$ cat config.mk
export PLATFORM = sky130hd
export DESIGN_NAME = gpu_frame_loader_flat
export DESIGN_NICKNAME = d
export VERILOG_FILES = /design/src/rtl/gpu_frame_loader_if.sv /design/src/rtl/gpu_frame_loader.sv /design/src/flat_wrapper.sv
export SDC_FILE = /design/constraint.sdc
export NUM_CORES = 1
export LEC_CHECK = 0
export CORE_MARGIN = 2
export CORE_UTILIZATION = 45
export DETAILED_ROUTE_END_ITERATION = 10
export HOLD_SLACK_MARGIN = 0.15
export PLACE_DENSITY = 0.83
export RECOVER_POWER = 50
export SYNTH_ARGS = -nofsm -noshare
export SYNTH_HDL_FRONTEND = slang
export SYNTH_SLANG_ARGS = --single-unit
$ cat constraint.sdc
create_clock -name pixel_clk -period 2.3 [get_ports pixel_clk]
set_input_delay 0.46 -clock pixel_clk [delete_from_list [all_inputs] [get_ports pixel_clk]]
set_output_delay 0.46 -clock pixel_clk [all_outputs]
set_load 0.02 [all_outputs]
$ cat src/rtl/gpu_frame_loader_if.sv
`default_nettype none
// +------------------------------------------------------------------+
// | gpu_frame_loader_if : RAM read port + gpu load port bundle       |
// | Rev 1.0                                                          |
// +------------------------------------------------------------------+
interface gpu_frame_loader_if #(
  parameter int ADDR_W = 16
);
  logic [ADDR_W-1:0] mem_addr;
  logic [15:0]       mem_dout;
  logic              gpu_we;
  logic [15:0]       gpu_din;

  modport master (
    output mem_addr,
    input  mem_dout,
    output gpu_we,
    output gpu_din
  );

  modport slave (
    input  mem_addr,
    output mem_dout,
    input  gpu_we,
    input  gpu_din
  );
endinterface
`default_nettype wire

$ cat src/rtl/gpu_frame_loader.sv
`default_nettype none
// +------------------------------------------------------------------+
// | gpu_frame_loader : streams WORDS RAM words to the gpu load port  |
// | Optional LOADER_CHECKSUM_EN adds a 16-bit burst checksum output. |
// | Rev 1.0                                                          |
// +------------------------------------------------------------------+
module gpu_frame_loader #(
  parameter int WORDS  = 384,
  parameter int ADDR_W = 16
) (
  input  wire logic              pixel_clk,
  input  wire logic              reset,
  input  wire logic              start,
  input  wire logic              cpu_idle,
  input  wire logic              abort,
  input  wire logic [ADDR_W-1:0] base_addr,
  output logic                   busy,
  output logic                   done,
`ifdef LOADER_CHECKSUM_EN
  output logic [15:0]            checksum,
`endif
  gpu_frame_loader_if.master     bus
);

  localparam int CNT_W = (WORDS > 1) ? $clog2(WORDS) : 1;
  localparam logic [CNT_W-1:0] C_LAST = CNT_W'(WORDS - 1);

  localparam logic [1:0] S_IDLE   = 2'd0;
  localparam logic [1:0] S_FETCH  = 2'd1;
  localparam logic [1:0] S_STREAM = 2'd2;
  localparam logic [1:0] S_FINISH = 2'd3;

  logic [1:0]       r_state;
  logic [1:0]       w_next;
  logic [CNT_W-1:0] r_count;
  logic             w_accept;
  logic             w_last;

  assign w_accept    = (r_state == S_IDLE) && start && cpu_idle;
  assign w_last      = (r_count == C_LAST);
  assign bus.gpu_din = bus.mem_dout;

  always_ff @(posedge pixel_clk or posedge reset) begin
    if (reset) begin
      r_state <= S_IDLE;
    end else begin
      r_state <= w_next;
    end
  end

  // abort wins over the end-of-burst transition
  always_comb begin
    w_next = r_state;
    case (r_state)
      S_IDLE:   if (w_accept) w_next = S_FETCH;
      S_FETCH:  w_next = abort ? S_IDLE : S_STREAM;
      S_STREAM: begin
        if (abort) begin
          w_next = S_IDLE;
        end else if (w_last) begin
          w_next = S_FINISH;
        end
      end
      S_FINISH: w_next = S_IDLE;
      default:  w_next = S_IDLE;
    endcase
  end

  always_comb begin
    bus.gpu_we = 1'b0;
    busy       = 1'b0;
    done       = 1'b0;
    case (r_state)
      S_FETCH:  busy = 1'b1;
      S_STREAM: begin
        busy       = 1'b1;
        bus.gpu_we = 1'b1;
      end
      S_FINISH: done = 1'b1;
      default:  ;
    endcase
  end

  // mem_addr runs one word ahead of gpu_din because of the registered RAM read
  always_ff @(posedge pixel_clk or posedge reset) begin
    if (reset) begin
      bus.mem_addr <= '0;
      r_count      <= '0;
    end else begin
      case (r_state)
        S_IDLE: begin
          if (w_accept) begin
            bus.mem_addr <= base_addr;
            r_count      <= '0;
          end
        end
        S_FETCH: begin
          if (!abort) begin
            bus.mem_addr <= bus.mem_addr + ADDR_W'(1);
          end
        end
        S_STREAM: begin
          if (!abort && !w_last) begin
            bus.mem_addr <= bus.mem_addr + ADDR_W'(1);
            r_count      <= r_count + CNT_W'(1);
          end
        end
        default: ;
      endcase
    end
  end

`ifdef LOADER_CHECKSUM_EN
  always_ff @(posedge pixel_clk or posedge reset) begin
    if (reset) begin
      checksum <= '0;
    end else if (w_accept) begin
      checksum <= '0;
    end else if (r_state == S_STREAM) begin
      checksum <= checksum + bus.gpu_din;
    end
  end
`endif

endmodule
`default_nettype wire

$ cat src/flat_wrapper.sv
// flat-port wrapper written by rule: the top's interface ports become plain ports
module gpu_frame_loader_flat 
#(
  parameter int WORDS  = 384,
  parameter int ADDR_W = 16
)
  (pixel_clk, reset, start, cpu_idle, abort, base_addr, busy, done, bus_mem_addr, bus_mem_dout, bus_gpu_we, bus_gpu_din);
  gpu_frame_loader_if #(.ADDR_W(ADDR_W)) bus_i ();
  input  wire logic pixel_clk;
  input  wire logic reset;
  input  wire logic start;
  input  wire logic cpu_idle;
  input  wire logic abort;
  input  wire logic [ADDR_W-1:0] base_addr;
  output logic busy;
  output logic done;
  output wire logic [$bits(bus_i.mem_addr)-1:0] bus_mem_addr;
  input wire logic [$bits(bus_i.mem_dout)-1:0] bus_mem_dout;
  output wire logic [$bits(bus_i.gpu_we)-1:0] bus_gpu_we;
  output wire logic [$bits(bus_i.gpu_din)-1:0] bus_gpu_din;
  assign bus_mem_addr = bus_i.mem_addr;
  assign bus_i.mem_dout = bus_mem_dout;
  assign bus_gpu_we = bus_i.gpu_we;
  assign bus_gpu_din = bus_i.gpu_din;
  gpu_frame_loader #(.WORDS(WORDS), .ADDR_W(ADDR_W)) u_core (.pixel_clk(pixel_clk), .reset(reset), .start(start), .cpu_idle(cpu_idle), .abort(abort), .base_addr(base_addr), .busy(busy), .done(done), .bus(bus_i));
endmodule
Word level (Yosys, flattened, before mapping)

Index checks and enable logic that the tools add are counted.

Flip-flop bits (word level): 27
Input bits: 37
Output and inout bits: 35
Logic and storage cells: 40

Add/sub/neg operators: 2
Equality and inequality tests: 8
Multiplexer cells: 15
Reduce and logical (&&, ||, !) cells: 12

Operator list:

| cell                                          | number |
|---|---|
| 2-to-1 mux 16 bit                             | 3 |
| one-hot mux 16 bit (3 select lines)           | 1 |
| 2-to-1 mux 9 bit                              | 2 |
| one-hot mux 9 bit (2 select lines)            | 1 |
| adder 16 x 1 -> 16 bit, second input constant | 1 |
| adder 9 x 1 -> 9 bit, second input constant   | 1 |
| == test 9 bit, second input constant          | 1 |
| 2-to-1 mux 2 bit                              | 4 |
| one-hot mux 2 bit (4 select lines)            | 1 |
| == test 2 bit, second input constant          | 2 |
| != test 2 x 1 -> 1 bit, second input constant | 2 |
| AND reduction 4 bit                           | 1 |
| logical AND 1 bit                             | 3 |
| 2-to-1 mux 1 bit                              | 3 |
| != test 3 x 2 -> 1 bit, second input constant | 1 |
| AND reduction 3 bit                           | 1 |
| nonzero test 3 bit                            | 1 |
| == test 2 x 1 -> 1 bit, second input constant | 1 |
| zero test 1 bit                               | 2 |
| zero test 2 bit                               | 1 |
| != test 2 bit, second input constant          | 1 |
| AND reduction 2 bit                           | 1 |
| nonzero test 2 bit                            | 1 |
| OR reduction 2 bit                            | 1 |

Logic depth before layout (Yosys ltp)

Word-level depth: 5
Mapped depth: 8

Worst setup path before layout

Ideal clock, no wire load.

Kind: reg-to-reg
Start: reg u_core.r_state[0]
End: reg u_core.r_count[8]
Setup time: 0.080 ns
Data arrival time: 1.914 ns
Data required time: 2.220 ns
Slack: 0.306 ns
Cell stages (with the launch flop): 8
Path buffers: 1
Clock period less this slack: 1.994 ns
Cells stage by stage: dfrtp_1 > inv_1 > ha_1 > buf_6 > nand2b_1 > a311oi_4 > or4b_1 > o211ai_2

Word-level cells in the longest chain between the ends: 5
Elaborated cells on any way between the ends: 9
Classes of those cells: 3 x eq/ne; 1 x mux; 5 x reduce/logical

RTL lines:

| element                          | RTL line                                       | text |
|---|---|---|
| start, declared                  | gpu_frame_loader.sv:33                         | `logic [1:0] r_state;` |
| start signal, assigned           | gpu_frame_loader.sv:47                         | `r_state <= w_next;` |
| zero test 2 bit                  | gpu_frame_loader.sv:39, gpu_frame_loader.sv:90 |  |
| logical AND 1 bit (2 in a row)   | gpu_frame_loader.sv:39                         | `assign w_accept = (r_state == S_IDLE) && start && cpu_idle;` |
| != test 2 x 1 -> 1 bit (no line) | --                                             |  |
| AND reduction 3 bit (no line)    | --                                             |  |
| end signal, assigned             | gpu_frame_loader.sv:105                        | `r_count <= r_count + CNT_W'(1);` |
| end, declared                    | gpu_frame_loader.sv:35                         | `logic [CNT_W-1:0] r_count;` |

Several ways; a longest one is shown, not always the timed one.
A chain may end at the register's enable or synchronous reset.

Worst setup path in the final report

Start: reg u_core.r_state[0]
End: out bus_gpu_we

Word-level cells in the longest chain between the ends: 2

RTL lines:

| element          | RTL line               | text |
|---|---|---|
| == test 2 bit    | gpu_frame_loader.sv:73 | `case (r_state)` |
| 2-to-1 mux 1 bit | gpu_frame_loader.sv:73 |  |
| end, declared    | flat_wrapper.sv:19     | `output wire logic [$bits(bus_i.gpu_we)-1:0] bus_gpu_we;` |

Every way passes these cells.

==> out/metrics.yaml <==
status: "complete, but fails checks"
violations: "max-capacitance violations"
peakVddDrop_v: 0.000790
finalSetupViolations: 0
antennaDiodeCount: 0
ys_ff_latch: 27
syn-instance-count: 222
route.vias.total: 1797
grt_usage_pct: 19.1
syn_area_um2: 1950
htreeDepth: 1
worst_pin_slew_ns: 1.50
async_flop_share_pct: 100
crit_path_end_kind: "primary output"
io_buffer_count: 39
first_global_vias: 1732
post_cts_resized: 0
pwr-share-clk_pct: 9.3
ant_nets: 0
drive_gt1_share_pct: 10.1
synth_edf_count: 0
max-cap-violations: 1
p_sw_mw: 1.48
cts_made_buffers: 3
relSlewSlack_pct: 0.317
intPower_mw: 1.61
worstPathArrival_ns: 1.74
synthMuxAreaShare_pct: 2.06
hp-class: "reg2reg"
cts.sinks: 27
antenna_found_initial: 0
seqPwrFrac_pct: 28.8
die_area_um2: 4870
tns_ns: 0
clk_pin_slew_ns: 0.11
finClkSkew_ns: 0.0102
cts_setup_buffers: 0
whs_path_depth: 1
crit_fanout: 5
cts_buffer_depth: 2
rsz0062_at_grt: "false"
grt_pass1_wl_um: 7800
max_freq_ghz: 0.455
dpl_worst_slack_ns: 0.144
fin_nets: 292
avgSynthCellArea_um2: 8.76
synthAdderAreaFrac_pct: 4.50
crit_type: "reg2out"
timing.final.crit_share_pct: 95.5
grt_max_degree: 37
core-area_um2: 4090
area_growth_pct: 19.5
ys_seq_area_share_pct: 34.7
drt_iter0_drc: 151
synth_top_family_by_area: "compound AO/OA/AOI/OAI gates"
avgViaCountPerCell: 6.05
final_max_slew_viol_count: 0
hpwl_um: 3290
p_total_mw: 3.09
rows: 23
start_util_pct: 47.6
switching_share_pct: 47.8
synth_compound_area_share_pct: 28.0
io_pins: 72
ys.flop_type: "dfrtp_1"
p_per_area_nw_per_um2: 1330
fin_crit_ns: 2.20
synth_xor_area_share_pct: 0
synth_cell_type_count: 47
synth-simple-area-share_pct: 18.8
die_x_um: 69.8
combPwrFrac_pct: 61.9
routedWlPerCell_um: 15.2
die_h_um: 69.8
hold_viol_final: 0
ys_warn_count: 0
ff2ff_path_depth: 6
globalRoute.totalOverflow: 0
synthesis.nets: 266
cts_root_buffer: "clkbuf_8"
routed_wl_um: 4510
p_leak_nw: 0.979
setup_ws_ns: 0.104
clk_latency_ns: 0.28
drtPass1Iterations: 4
gp_congestion: 0.852
drc_errors: 0
critPathLaunchType: "flop"
worstPathRequired_ns: 1.84
cts_tree: "built"
cts_hold_buf: 0
## worst paths after layout
kind	start	end	slack, ns
min reg2reg	u_core.r_count[0]	u_core.r_count[0]	0.52
max in group asynchronous	reset	u_core.bus.mem_addr[12]	0.45
max reg2reg	u_core.r_state[0]	u_core.r_count[7]	0.33
max	u_core.r_state[0]	bus_gpu_we	0.10
min in group asynchronous	reset	u_core.bus.mem_addr[8]	0.98
min	u_core.r_count[0]	u_core.r_count[0]	0.52
## stage by stage
stage | hold slack, ns | area (um^2) | util (%) | cells
after floorplan | 0.470 | 1950 | - | 222
after CTS | 0.516 | 2330 | 57.0 | 297
after global routing | 0.536 | 2330 | 56.9 | 297
after global placement | 0.484 | 2280 | 55.8 | 293
after detailed placement | 0.499 | 2280 | 55.8 | 293
final | 0.516 | 2330 | 56.9 | 297
## cell type report
type | instances | area [um^2]
repair buffers | 48 | 454
inverters | 12 | 45.0
clock buffers | 3 | 41.3
well taps | 50 | 62.6
flip-flops and latches | 27 | 676
clock inverters | 1 | 7.51
fillers | 369 | 1760
multi-input cells | 156 | 1040
## cells by family (layout without fill, tap and decap cells)
family,Yosys count,in the layout
buffers and inverters,39,64
AND/OR/NAND/NOR,65,65
AO/OA/AOI/OAI,80,80
multiplexers,4,4
adder cells (fa/ha/maj),7,7
flip-flops,27,27
## flip-flops by register name (all words and copies together), names as in the netlist
signal / flops
u_core.bus.mem_addr: 16
u_core.r_count: 9
u_core.r_state: 2
## power groups by stage
stage               registers, mW  clock network [mW]  logic (mW)
floorplan                    1.01                   0        1.18
global placement            0.887                   0        1.87
detailed placement          0.899                   0        1.92
CTS                         0.889               0.292        1.92
global route                0.921               0.321        2.11
finish                      0.892               0.287        1.91
## routing by layer
metal	wire, um	GRT usage, %	up-vias	share of wire (%)
met1	2020	24.5	857	45
met5	0	0	-	0
met3	290	4.65	8	6.4
li1	-	-	873	-
met4	73	5.98	0	1.6
met2	2120	31.8	59	47
## synth_stat cells (3+ instances only)
master	count	area (um^2)
nand2_1	15	56.3
a31oi_1	18	113
mux2i_1	4	40.0
o41ai_1	4	35.0
ha_1	7	87.6
clkbuf_1	6	22.5
buf_4	16	120
a21oi_1	25	125
dfrtp_1	27	676
nor2_1	10	37.5
inv_1	12	45.0
buf_6	3	33.8
and3_1	4	25.0
o21ai_0	10	50.1
nand2b_1	3	18.8
nand3_1	13	65.1
nand4_1	6	37.5
## critical path, cell delays in order (launching register included)
cell and delay [ns]:
dfrtp_1 0.43, inv_1 0.12, ha_1 0.26, clkdlybuf4s50_1 0.65
## cells in the final DEF, fill, tap and decap left out, types with 3 or more instances in the layout
master and count:
a21oi_1 25, o41ai_1 4, nand2_1 15, buf_4 8, nand4_1 6, dfrtp_1 27
o21ai_0 10, nand2b_1 3, and3_1 4, nand3_1 13, mux2i_1 4, clkbuf_8 3
ha_1 7, clkdlybuf4s50_1 38, a31oi_1 18, inv_1 12, nor2_1 10
Power figures use the tool's default switching activity.
